## config.mk

```make
export PLATFORM = sky130hd
export DESIGN_NAME = bus_transfer_ctrl_flat
export DESIGN_NICKNAME = d
export VERILOG_FILES = /design/src/rtl/bus_transfer_ctrl_if.sv /design/src/rtl/bus_transfer_ctrl.sv /design/src/flat_wrapper.sv
export SDC_FILE = /design/constraint.sdc
export NUM_CORES = 1
export LEC_CHECK = 0
export BUFFER_PORTS_ARGS = -buffer_cell sky130_fd_sc_hd__buf_2
export CORE_MARGIN = 5
export CORE_UTILIZATION = 47
export CTS_CLUSTER_SIZE = 16
export DETAILED_ROUTE_END_ITERATION = 10
export PLACE_DENSITY = 0.77
export SYNTH_ARGS = -nofsm -noshare
export SYNTH_HDL_FRONTEND = slang
export SYNTH_SLANG_ARGS = --single-unit
```

## constraint.sdc

```tcl
create_clock -name clk -period 2 [get_ports clk]
set_clock_uncertainty 0.05 [all_clocks]
set_input_delay 0.1 -clock clk [delete_from_list [all_inputs] [get_ports clk]]
set_output_delay 0.1 -clock clk [all_outputs]
set_load 0.05 [all_outputs]
```

## src/rtl/bus_transfer_ctrl_if.sv

```systemverilog
// Command handshake and register-bus control bundle for bus_transfer_ctrl.
// master = command issuer / bus observer, slave = the controller.
interface bus_transfer_ctrl_if #(
    parameter int NUM_REGS = 4,
    parameter int IDX_W    = 2
);
    logic                req_valid;
    logic                req_ready;
    logic                req_imm;
    logic [IDX_W-1:0]    req_src;
    logic [IDX_W-1:0]    req_dst;
    logic [7:0]          req_data;
    logic [NUM_REGS-1:0] reg_oe;
    logic [NUM_REGS-1:0] reg_ld;
    logic                imm_oe;
    logic [7:0]          imm_data;
    logic                busy;
    logic                done;
    logic                err;
    logic [IDX_W+1:0]    q_level;

    modport master (
        output req_valid, req_imm, req_src, req_dst, req_data,
        input  req_ready, reg_oe, reg_ld, imm_oe, imm_data, busy, done, err, q_level
    );

    modport slave (
        input  req_valid, req_imm, req_src, req_dst, req_data,
        output req_ready, reg_oe, reg_ld, imm_oe, imm_data, busy, done, err, q_level
    );
endinterface

```

## src/rtl/bus_transfer_ctrl.sv

```systemverilog
// Sequences moves on the shared 8-bit tri-state register bus: drive, settle, load.
// Optional command FIFO enabled by defining BUS_CTRL_QUEUE_EN.
//
// state | meaning
// IDLE  | no enables; waiting for (or popping) a command
// DRIVE | source enable on, bus settling, no load
// LOAD  | source enable held, dst load strobe high
module bus_transfer_ctrl #(
    parameter int NUM_REGS    = 4,
    parameter int IDX_W       = 2,
    parameter int QUEUE_DEPTH = 4
) (
    input  logic               clk,
    input  logic               rst,
    bus_transfer_ctrl_if.slave bus
);
    localparam int Q_AW = (QUEUE_DEPTH > 1) ? $clog2(QUEUE_DEPTH) : 1;
    localparam int Q_CW = Q_AW + 1;
    localparam logic [IDX_W:0] NUM_LIM = (IDX_W+1)'(NUM_REGS);

    typedef enum logic [1:0] {IDLE = 2'd0, DRIVE = 2'd1, LOAD = 2'd2} state_t;

    typedef struct packed {
        logic             imm;
        logic [IDX_W-1:0] src;
        logic [IDX_W-1:0] dst;
        logic [7:0]       data;
    } cmd_t;

    state_t           state;
    cmd_t             cur;
    logic             push;
    logic             take;
    logic             cur_legal;
    logic             start;
    logic [Q_CW-1:0]  count;
    logic [Q_CW-1:0]  count_nxt;
    logic [IDX_W-1:0] dst_q;

    function automatic logic [NUM_REGS-1:0] onehot(input logic [IDX_W-1:0] idx);
        onehot = NUM_REGS'(1) << idx;
    endfunction

    assign push = bus.req_valid && bus.req_ready;

`ifdef BUS_CTRL_QUEUE_EN
    cmd_t            fifo_mem [QUEUE_DEPTH];
    logic [Q_AW-1:0] wr_ptr;
    logic [Q_AW-1:0] rd_ptr;
    logic            pop;

    assign pop           = (state == IDLE) && (count != '0);
    assign take          = pop;
    assign cur           = fifo_mem[rd_ptr];
    assign bus.req_ready = (count != Q_CW'(QUEUE_DEPTH));
    assign count_nxt     = count + Q_CW'(push) - Q_CW'(pop);

    always_ff @(posedge clk) begin
        if (push) begin
            fifo_mem[wr_ptr] <= '{imm: bus.req_imm, src: bus.req_src,
                                  dst: bus.req_dst, data: bus.req_data};
        end
    end

    always_ff @(posedge clk or posedge rst) begin
        if (rst) begin
            wr_ptr <= '0;
            rd_ptr <= '0;
            count  <= '0;
        end else begin
            if (push) wr_ptr <= wr_ptr + Q_AW'(1);
            if (pop)  rd_ptr <= rd_ptr + Q_AW'(1);
            count <= count_nxt;
        end
    end
`else
    assign take          = push;
    assign cur           = '{imm: bus.req_imm, src: bus.req_src,
                             dst: bus.req_dst, data: bus.req_data};
    assign bus.req_ready = (state == IDLE) && !rst;
    assign count         = '0;
    assign count_nxt     = '0;
`endif

    // The source index is meaningless for immediates, so only reg moves check it.
    assign cur_legal = !((!cur.imm && (cur.src == cur.dst)) ||
                         (!cur.imm && ({1'b0, cur.src} >= NUM_LIM)) ||
                         ({1'b0, cur.dst} >= NUM_LIM));
    assign start     = take && cur_legal;
    assign bus.q_level = (IDX_W+2)'(count);

    always_ff @(posedge clk or posedge rst) begin
        if (rst) begin
            state        <= IDLE;
            bus.reg_oe   <= '0;
            bus.reg_ld   <= '0;
            bus.imm_oe   <= 1'b0;
            bus.imm_data <= 8'h00;
            bus.done     <= 1'b0;
            bus.err      <= 1'b0;
            bus.busy     <= 1'b0;
            dst_q        <= '0;
        end else begin
            bus.done <= 1'b0;
            bus.err  <= 1'b0;
            bus.busy <= start || (state == DRIVE) || (count_nxt != '0);
            case (state)
                IDLE: begin
                    if (take) begin
                        if (cur_legal) begin
                            state <= DRIVE;
                            dst_q <= cur.dst;
                            if (cur.imm) begin
                                bus.imm_oe   <= 1'b1;
                                bus.imm_data <= cur.data;
                            end else begin
                                bus.reg_oe <= onehot(cur.src);
                            end
                        end else begin
                            bus.err <= 1'b1;
                        end
                    end
                end
                DRIVE: begin
                    state      <= LOAD;
                    bus.reg_ld <= onehot(dst_q);
                end
                LOAD: begin
                    state      <= IDLE;
                    bus.reg_oe <= '0;
                    bus.reg_ld <= '0;
                    bus.imm_oe <= 1'b0;
                    bus.done   <= 1'b1;
                end
                default: begin
                    state      <= IDLE;
                    bus.reg_oe <= '0;
                    bus.reg_ld <= '0;
                    bus.imm_oe <= 1'b0;
                end
            endcase
        end
    end
endmodule

```

## src/flat_wrapper.sv

```systemverilog
// flat-port wrapper written by rule: the top's interface ports become plain ports
module bus_transfer_ctrl_flat 
#(
    parameter int NUM_REGS    = 4,
    parameter int IDX_W       = 2,
    parameter int QUEUE_DEPTH = 4
)
  (clk, rst, bus_req_valid, bus_req_imm, bus_req_src, bus_req_dst, bus_req_data, bus_req_ready, bus_reg_oe, bus_reg_ld, bus_imm_oe, bus_imm_data, bus_busy, bus_done, bus_err, bus_q_level);
  bus_transfer_ctrl_if #(.NUM_REGS(NUM_REGS), .IDX_W(IDX_W)) bus_i ();
  input  logic clk;
  input  logic rst;
  input wire logic [$bits(bus_i.req_valid)-1:0] bus_req_valid;
  input wire logic [$bits(bus_i.req_imm)-1:0] bus_req_imm;
  input wire logic [$bits(bus_i.req_src)-1:0] bus_req_src;
  input wire logic [$bits(bus_i.req_dst)-1:0] bus_req_dst;
  input wire logic [$bits(bus_i.req_data)-1:0] bus_req_data;
  output wire logic [$bits(bus_i.req_ready)-1:0] bus_req_ready;
  output wire logic [$bits(bus_i.reg_oe)-1:0] bus_reg_oe;
  output wire logic [$bits(bus_i.reg_ld)-1:0] bus_reg_ld;
  output wire logic [$bits(bus_i.imm_oe)-1:0] bus_imm_oe;
  output wire logic [$bits(bus_i.imm_data)-1:0] bus_imm_data;
  output wire logic [$bits(bus_i.busy)-1:0] bus_busy;
  output wire logic [$bits(bus_i.done)-1:0] bus_done;
  output wire logic [$bits(bus_i.err)-1:0] bus_err;
  output wire logic [$bits(bus_i.q_level)-1:0] bus_q_level;
  assign bus_i.req_valid = bus_req_valid;
  assign bus_i.req_imm = bus_req_imm;
  assign bus_i.req_src = bus_req_src;
  assign bus_i.req_dst = bus_req_dst;
  assign bus_i.req_data = bus_req_data;
  assign bus_req_ready = bus_i.req_ready;
  assign bus_reg_oe = bus_i.reg_oe;
  assign bus_reg_ld = bus_i.reg_ld;
  assign bus_imm_oe = bus_i.imm_oe;
  assign bus_imm_data = bus_i.imm_data;
  assign bus_busy = bus_i.busy;
  assign bus_done = bus_i.done;
  assign bus_err = bus_i.err;
  assign bus_q_level = bus_i.q_level;
  bus_transfer_ctrl #(.NUM_REGS(NUM_REGS), .IDX_W(IDX_W), .QUEUE_DEPTH(QUEUE_DEPTH)) u_core (.clk(clk), .rst(rst), .bus(bus_i));
endmodule
```

* Word-level counts from Yosys, hierarchy flattened
Cells that the tools add are included.
** Operators by class
- Eq/ne operators :: 7
- Shift-type cells :: 2
- Muxes and demuxes :: 16
- Bitwise gates (word level) :: 2
- Reductions and logical operators :: 14
** Operators with widths (count)
- $pmux 4 s2 :: 2
- $mux 4 :: 3
- $reduce_and 4->1 :: 3
- $shl 1x2->4 const A :: 2
- $mux 1 :: 7
- $ne 2x2->1 const B :: 3
- $logic_and 1x1->1 :: 4
- $mux 2 :: 2
- $pmux 2 s2 :: 1
- $logic_not 1->1 :: 3
- $reduce_and 3->1 :: 1
- $eq 2x1->1 const B :: 1
- $eq 2x2->1 :: 1
- $eq 2x2->1 const B :: 1
- $logic_not 2->1 :: 1
- $ne 2x1->1 const B :: 1
- $not 1->1 :: 2
- $pmux 1 s2 :: 1
- $reduce_and 2->1 :: 1
- $logic_or 1x1->1 :: 1
** Storage, ports and cells
- Bits in registers :: 24
- Output and inout bits :: 25

* Depth between registers and ports, before layout
Gate-level depths: netlist (run 1).
- Depth after elaboration :: 5
- Depth in mapped cells :: 5
- Mapped depth without buffers :: 3

* Worst setup path after synthesis (run 1)
No wires, ideal clock.
- Path type :: flip-flop to output port
- Start point :: register u_core.state[0]
- End point :: output port bus_req_ready
- Data arrival time :: 1.432 ns
- Required time :: 1.850 ns
- Path slack :: 0.418 ns
- Cell stages (with the launch flop) :: 4
- Path through :: dfrtp_1 -> clkbuf_1 -> or2_1 -> nor2_1
** On the way
- Cells in the longest elaborated chain, start to end :: 2
** RTL lines
- start, declared :: RTL line bus_transfer_ctrl.sv:30 : state_t state;
- start signal, assigned :: RTL line bus_transfer_ctrl.sv:94 : state <= IDLE;
- start signal, assigned :: RTL line bus_transfer_ctrl.sv:111 : state <= DRIVE;
- start signal, assigned :: RTL line bus_transfer_ctrl.sv:125 : state <= LOAD;
- $logic_not 2->1 :: RTL line bus_transfer_ctrl.sv:80 : assign bus.req_ready = (state == IDLE) && !rst;
- $logic_and 1x1->1 :: RTL line bus_transfer_ctrl.sv:80
- end, declared :: RTL line flat_wrapper.sv:17 : output wire logic [$bits(bus_i.req_ready)-1:0] bus_req_ready;
Every way passes these cells.

* Worst setup path in the final report (run 1)
- Start point :: input port rst
- End point :: register u_core.bus.reg_oe[0]
** On the way
- Cells in the longest elaborated chain, start to end :: 5
** RTL lines
- start, declared :: RTL line flat_wrapper.sv:11 : input logic rst;
- $logic_not 1->1 :: RTL line bus_transfer_ctrl.sv:80
- $logic_and 1x1->1 :: RTL line bus_transfer_ctrl.sv:80
- $logic_and 1x1->1 :: RTL line bus_transfer_ctrl.sv:44 : assign push = bus.req_valid && bus.req_ready;
- $ne 2x1->1 (no line)
- $reduce_and 4->1 (no line)
- end signal, assigned :: RTL line bus_transfer_ctrl.sv:117 : bus.reg_oe <= onehot(cur.src);
- end, declared :: RTL line bus_transfer_ctrl_if.sv:29 : output req_ready, reg_oe, reg_ld, imm_oe, imm_data, busy, done, err, q_level
Every way passes these cells.
A chain may end at the register's enable or synchronous reset.

==> results summary, run 1 <==
The flow ran to the end, and the final reports show no timing, DRC or antenna violations. The remaining global-route overflow is 0. The design draws 1.43 mW. The biggest area contributor in the post-synthesis netlist is dfrtp_1. The largest voltage drop on the vdd net came out at between 0.0006 and 0.0007 V. The number of cell rows is 17. The overall routed net length came out at roughly 2200 um. Across the run, the number of max-cap violations was 0. The number of antenna violations at the first check in global routing came to 0. The part of the cycle the worst path needs is 0.852.

The synthesized netlist contains 26 unique library cells. The region available for standard cell placement spans between 2000 and 2500 um^2. Counting I/O delays and the setup requirement, the final critical path takes 1.70 ns. The number of standard cells in the layout, taps in and fillers out is approximately 160. The analysis attributes to cell leakage a power of 0.705 nW.

In the final layout, the share of cells above drive strength 1 is 0.412. The critical path startpoint category is a primary input. The die is between 50 and 60 um wide. The sum of net half-perimeters after detailed placement is 1540 um.

The critical-path cell with the highest stage delay is dlygate4sd3_1. The global-route total usage across every layer is 0.139. Setup repair after global routing left no endpoint under its margin.

The synthesized design contains 24 register bits. The final estimated routing congestion in global placement is 0.830. The die covers ~3300 um^2. The post-synth design cell area is about 1100 um^2. The detail-routed net length per standard cell is roughly 13 um. In this run the mean area of a mapped cell was 12.1 um^2.

The source of the worst hold timing path is bus_req_dst[0]. Setup violations remaining at the end of the flow were counted as 0. The kind of cell adding the most delay to the critical path is buffers and inverters. The clock drives 24 sinks. The number of global-route vias before repair was slightly above 800. The clock-pin slew reported for the worst setup and hold paths after clock tree synthesis came out at 0.13 ns.

The starting utilization of the core area is 0.486. The area growth from synthesis to layout is 32.9%. The TritonCTS clock tree is yes. The headroom to the max-slew limit is 0.599. The largest fanout on the critical path came out at 4. The worst flop-to-flop path startpoint is u_core.state[1].

The maximum count of clock buffers along a single path is 2. The remaining antenna violation count came out at 0. The commonest register cell after synthesis is dfrtp_1. The number of buffers and inverters on the critical path came out at 2. The register area share after synthesis came out at 0.570. The worst setup path is captured at a flop. The number of antenna repair diodes came out at 0.

The top-level I/O count came out at 41. Traced cell by cell, the critical path runs through dlygate4sd3_1 > buf_2 > nand2b_1 > a2111oi_4 > mux2_4. The portion of synthesized cell area occupied by the leading cell type came out at 0.570. The critical path is of the primary input to flop type. The vias per cell is about 4.8. The detailed-route via count is slightly below 800. Yosys printed 0 warnings.

In this run, the number of DRC markers left after iteration 0 of detailed routing was 17. The H-tree depth is 1. In the synthesized netlist, the number of instances is 87.

The largest net degree at the start of global routing is 17. The first global-routing pass estimated between 3000 and 4000 um of wire. The most critical setup path has its startpoint at rst. Before antenna repair, the detailed router went through 4 iterations. The clock latency of the later-clocked register in the worst-skew pair is between 0.3 and 0.4 ns. The number of flops mapped to enable cells by yosys is 0. The setup total negative slack is 0 ns. Final hold analysis gives a worst-case slack of approximately 0.011 ns. The final count of hold timing violations is 0.

The floorplan step set the die height to roughly 57 um. The number of pins exceeding their max-slew limit in the final report is 0. For the pin with the worst max-slew slack, the measured transition is ~0.6 ns. The setup slack of the critical path after layout came out at 0.296 ns.

The number of clock buffers inserted by TritonCTS is 3. The instance count after placement with tap cells included came out at roughly 150. For this run, the slowest stage of the critical path takes roughly 0.54 ns. The cell sitting at the root of the clock tree is a clkbuf_4. Prior to clock tree synthesis, the placed netlist has a worst setup slack of 0.418 ns. The critical path data required time is around 2.2 ns. The maximum clock frequency came out at between 500 and 600 MHz. The share of async-settable or async-resettable flops after synthesis came out at 1.00.

At the end of the flow, the number of nets in the layout was around 150. In this run the power density over the cells is 1020 nW/um^2. The worst hold path belongs to the class primary input to flop. The number of gates resized after cts came out at 0. Sorting the synthesized cells by area gives the leading types as dfrtp_1 (57%), mux2_2 (11%), mux2i_1 (2.9%). In the routed design, unresolved DRC markers number 0. STA puts the critical path data arrival time at roughly 1.9 ns.

Buffers placed on the I/O ports in this run total 36.
-- routing by layer --
layer	vias to the layer above	global-route usage	part of all wire
met5	-	0	0
met4	0	0.0298	0.0088
met3	2	0.0294	0.076
met2	35	0.237	0.47
met1	366	0.182	0.45
li1	382	-	-
-- path summary, 6_finish.rpt --
path | to | slack (ns) | cells past startpoint
setup / recovery | u_core.bus.reg_oe[0] | 0.30 | 5
hold / removal | u_core.dst_q[0] | 0.01 | 2
setup reg to reg | u_core.dst_q[1] | 0.41 | 3
hold reg to reg | u_core.bus.imm_data[4] | 0.47 | 1
max in group asynchronous | u_core.bus.reg_ld[3] | 0.96 | 4
min in group asynchronous | u_core.bus.reg_oe[1] | 0.38 | 3
-- what timing repair did --
| item | in CTS | in global routing |
|---|---|---|
| buffers inserted | 0 | 0 |
| hold endpoints to repair | 24 | 1 |
| hold buffers | 10 | 1 |
-- logic make-up (layout without fill, tap and decap cells) --
family	count (synthesis)	count (layout)	share of synthesized area
other	1	4	0.00356
multiplexers	14	14	0.150
flip-flops	24	24	0.570
XOR/XNOR	2	2	0.0166
AND/OR/NAND/NOR	26	26	0.134
buffers and inverters	12	58	0.0570
AO/OA/AOI/OAI	8	8	0.0689
-- layout by cell type (no fill, tap or decap), types with 2 or more instances in the layout --
cell and count:
nand2b_1 4, nor2_1 5, conb_1 4, inv_1 5, mux2_2 10, dlygate4sd3_1 11, a21oi_1 3, dfrtp_1 24
nor2b_1 2, nand3b_1 2, buf_2 36, mux2i_1 3, xnor2_1 2, clkbuf_4 3, nand2_1 6, o21ai_0 2
buf_4 2
-- per-stage QoR --
step,util,area (um^2)
2_1_floorplan,-,1060
3_3_place_gp,0.578,1250
3_5_place_dp,0.578,1250
4_1_cts,0.641,1390
5_1_grt,0.645,1400
6_report,0.645,1400
-- where the power goes --
| group | internal, mW | leakage (nW) | total [mW] | switching [mW] |
|---|---|---|---|---|
| logic | 0.157 | 0.378 | 0.554 | 0.397 |
| registers | 0.571 | 0.306 | 0.626 | 0.0547 |
| clock network | 0.111 | 0.0210 | 0.255 | 0.144 |
| total | 0.839 | 0.705 | 1.43 | 0.596 |
-- state kept, by name, indices dropped and copies added (netlist names) --
name,cells
u_core.bus.imm_data,8
u_core.bus.reg_ld,4
u_core.bus.reg_oe,4
u_core.dst_q,2
u_core.state,2
u_core.bus.busy,1
u_core.bus.done,1
u_core.bus.err,1
u_core.bus.imm_oe,1
-- worst register-to-register path, delay by kind of cell (launching register included) --
| family | cells | cell delay [ns] |
|---|---|---|
| compound gates | 1 | 0.37 |
| flops | 1 | 0.49 |
| simple gates | 1 | 0.30 |
| mux | 1 | 0.28 |
-- synth_stat cells (all sizes together) (2+ instances only) --
cell type	number
clkbuf	3
nor2b	2
nand2	6
mux2	11
a21oi	3
buf	4
dfrtp	24
inv	5
nand3b	2
o21ai	2
nand2b	4
xnor2	2
nor2	5
mux2i	3
-- layout make-up --
cell class              instances  area (um^2)
inverters                       5         18.8
clock buffers                   4         36.3
fillers                       182          769
repair buffers                 49          305
well taps                      28         35.0
multi-input cells              54          404
flip-flops and latches         24          601
Power figures use the tool's default switching activity.
==> run 2, diff against run 1 <==
--- a/config.mk
+++ b/config.mk
@@ -5,6 +5,7 @@
 export SDC_FILE = /design/constraint.sdc
 export NUM_CORES = 1
 export LEC_CHECK = 0
+export ABC_AREA = 1
 export BUFFER_PORTS_ARGS = -buffer_cell sky130_fd_sc_hd__buf_2
 export CORE_MARGIN = 5
 export CORE_UTILIZATION = 47
==> results summary, run 2 <==
The critical path arrival is 1.44 ns (-0.42 ns). The die area came out at 3310 um^2 (+0.68%). The number of pins exceeding their max-slew limit in the final report was 0 (unchanged). The most common library cell in the layout ignoring fill and taps is nand2_1.

In this run the critical register-to-register path is captured at u_core.bus.imm_data[0]. The clock latency of the later-clocked register in the worst-skew pair came out at 0.31 ns (about the same). Among all cell types in the netlist, the one instantiated most often is nand2_1.

The post-synth design cell area came out at 1060 um^2 (+0.83%). The part of the power in the clock network is 0.225 (+0.047). The portion of synthesized cell area occupied by the leading cell type came out at 0.565 (-0.00470). The net count reported at finish came out at 184 (+20%). The count of yosys warnings during synthesis came to 0 (unchanged). The worst flop-to-flop path startpoint is u_core.state[1]. The global-route wire length before repair was 3930 um (+7.8%). The chip width is 57.5 um (+0.34%).

The critical path data required time came to 1.85 ns (-0.31 ns). The post-synthesis cell type count came out at 19 (-27%). The number of flops mapped to enable cells by yosys was 0 (unchanged). The top-level I/O count was 41 (unchanged). The number of DRC markers in iteration 0 came out at 17 (unchanged).

The instance count after placement with tap cells included is 180 (+21%). The switching share of power was 0.407 (-0.00811). The number of gates resized after cts came out at 0 (unchanged).

The starting utilization of the core area came out at 0.485 (-0.000716). The clock sink count came out at 24 (unchanged). The cts-stage hold buffer count is 11 (+1). The top cell types in the final layout, fill and taps aside, are nand2_1 (43), buf_2 (36), dfrtp_1 (24). The setup slack of the critical path after layout is 0.407 ns (+0.111 ns). The post-layout minimum cycle time is 1.59 ns (-0.111 ns). The area growth from synthesis to layout is 33.0% (about the same). The maximum count of clock buffers along a single path is 2 (unchanged).

The number of buffers inserted by port buffering was 36 (unchanged). The core outline area is 2190 um^2 (+0.98%). The standby leakage power came out at 0.800 nW (+14%). The internal power of the cells came out at 902 uW (+7.5%). The share of power burned in registers is 0.408 (-0.028). The overall routed net length came to 2300 um (+7.0%). The detail-routed net length per standard cell is 11.8 um (-10%). The part of the cycle the worst path needs is 0.797 (-0.0555). The global-route total usage across every layer is 0.151 (+0.0116). The depth of the worst register-to-register path came out at 7 (+4). In the synthesized netlist, the cells that appear most often are nand2_1 (43), dfrtp_1 (24), inv_1 (9).

The number of standard cells after synthesis is 118 (+36%). The remaining antenna violation count was 0 (unchanged). The worst hold margin is 0.0497 ns (+0.0385 ns). The share of the core filled with cells came out at 0.645 (about the same).

The worst setup path is launched from a flop. Setup repair after global routing left no endpoint under its margin. The overall power consumption is 1.52 mW (+6.0%). The share of async-settable or async-resettable flops after synthesis is 1.00 (unchanged).

The flow ran to the end, and the final reports show no timing, DRC or antenna violations. The post-placement setup slack came out at 0.632 ns (+0.214 ns). The number of post-CTS setup repair buffers is 0 (unchanged).

The share of layout cells above drive strength 1 is 0.287 (-0.124). The cell count of the worst hold path is 4 (+2). TritonCTS built the clock tree.

In the post-synthesis netlist, the biggest area contributors are dfrtp_1 (57%), nand2_1 (15%), o21ai_1 (3.8%). The largest voltage drop on the vdd net came to 0.000725 V (+4.8%). The worst setup path is of the flop to primary output kind. The height of the die is 57.5 um (+0.34%). The H-tree depth came out at 1 (unchanged).

The number of global-route vias before repair was 920 (+14%). The number of clock buffers inserted by TritonCTS came to 3 (unchanged). The clock-pin slew reported for the worst setup and hold paths after clock tree synthesis is 0.13 ns (about the same).

The final-report setup violation count came out at 0 (unchanged). dfrtp_1 takes more of the synthesized area than any other cell. The final count of hold timing violations is 0 (unchanged). The largest net degree at the start of global routing is 18 (+1). The setup total negative slack is 0 ns (unchanged). The average cell area after synthesis is 9.00 um^2 (-26%). In this run the worst hold path is classified as primary input to flop.

The count of max-cap constraint violations came to 0 (unchanged). The maximum clock frequency is 628 MHz (+7.0%). The sum of net half-perimeters after detailed placement is 1770 um (+15%). The commonest register cell after synthesis is dfrtp_1. The number of antenna violations at the first check in global routing came to 0 (unchanged).

The cell area after layout came out at 1410 um^2 (+0.89%). The final estimated routing congestion in global placement is 0.769 (-7.3%). The standard cell area after detailed placement came to 1250 um^2 (-0.30%).

The share of total power in combinational logic was 0.367 (-0.019). The number of synthesized register bits is 24 (unchanged). The number of standard cells in the layout, taps in and fillers out was 195 (+19%). The number of antenna repair diodes came out at 0 (unchanged).

The detailed-route via count came out at 916 (+17%). The remaining global-route overflow was 0 (unchanged). The number of remaining DRC errors came to 0 (unchanged). The number of flip-flops in the largest register came to 8 (unchanged). The net load switching power is 620 uW (+4.0%). The internal reg-to-reg setup slack came out at 0.61 ns (+0.20 ns). The largest registers in the layout are u_core.bus.imm_data (8), u_core.bus.reg_ld (4), u_core.bus.reg_oe (4). The number of cell rows is 17 (unchanged). The path with the worst hold slack has its endpoint at u_core.bus.reg_oe[2].

The register area share after synthesis came out at 0.565 (-0.00470). CTS placed an instance of clkbuf_4 at the clock tree root. The largest fanout on the critical path is 8 (+4). The number of iterations in the first detailed-routing pass came out at 4 (unchanged). The vias per cell was 4.70 (-1.9%).

The power density of the placed cells was 1080 nW/um^2 (+5.1%). The register with the most flip-flops is u_core.bus.imm_data. The critical path endpoint category is a primary output. The source of the worst hold timing path is bus_req_src[0].
[run 2: cell count changes in the layout (fill, tap and decap cells not counted), moves of 3 or more]
cell	change
nand2_1	+37
nand3_1	+4
mux2i_1	-3
nand2b_1	-4
inv_1	+4
nor3_1	+3
o31ai_1	+4
nor2_4	+3
a21oi_1	-3
mux2_2	-10
o21ai_1	+8
[run 2: worst max path at each step]
stage,end,startpoint
2_1_floorplan,u_core.bus.imm_data[0],u_core.state[0]
3_5_place_dp,u_core.bus.imm_data[0],u_core.state[0]
6_report,bus_req_ready,u_core.state[1]
4_1_cts,bus_req_ready,u_core.state[1]
5_1_grt,bus_req_ready,u_core.state[0]
3_3_place_gp,u_core.bus.imm_data[1],u_core.state[0]
[run 2: cell families after synthesis]
| family | after synthesis | synth area share |
|---|---|---|
| compound gates | 13 | 0.0742 |
| xor+xnor | 1 | 0.00825 |
| buf+inv | 16 | 0.0813 |
| flops | 24 | 0.565 |
| other cells | 1 | 0.00353 |
| simple gates | 63 | 0.267 |
[run 2: cell type report]
cell class	count	area [um^2]
tap	28	35.0
multi-input combinational	81	387
clock buffer	3	22.5
timing repair buffer	48	298
fill	190	778
sequential	24	601
clock inverter	1	30.0
inverter	10	40.0
[run 2: critical path, stage by stage, from the launching register on]
cell and delay [ns]:
dfrtp_1 0.44, nor2_4 0.23, inv_4 0.08, nor2_4 0.11
buf_2 0.28
[run 2: metal layers]
metal	track usage	vias up	wire, um
li1	-	463	-
met1	0.181	420	969
met2	0.266	29	1170
met3	0.0249	4	133
met4	0.0596	0	32
met5	0	-	0
[run 2: power by group through the flow]
stage          sequential (mW)  clock, mW  combinational (mW)
2_1_floorplan            0.890          0               0.158
3_3_place_gp             0.627          0               0.539
3_5_place_dp             0.631          0               0.546
4_1_cts                  0.622      0.352               0.563
5_1_grt                  0.632      0.374               0.598
6_report                 0.620      0.342               0.559
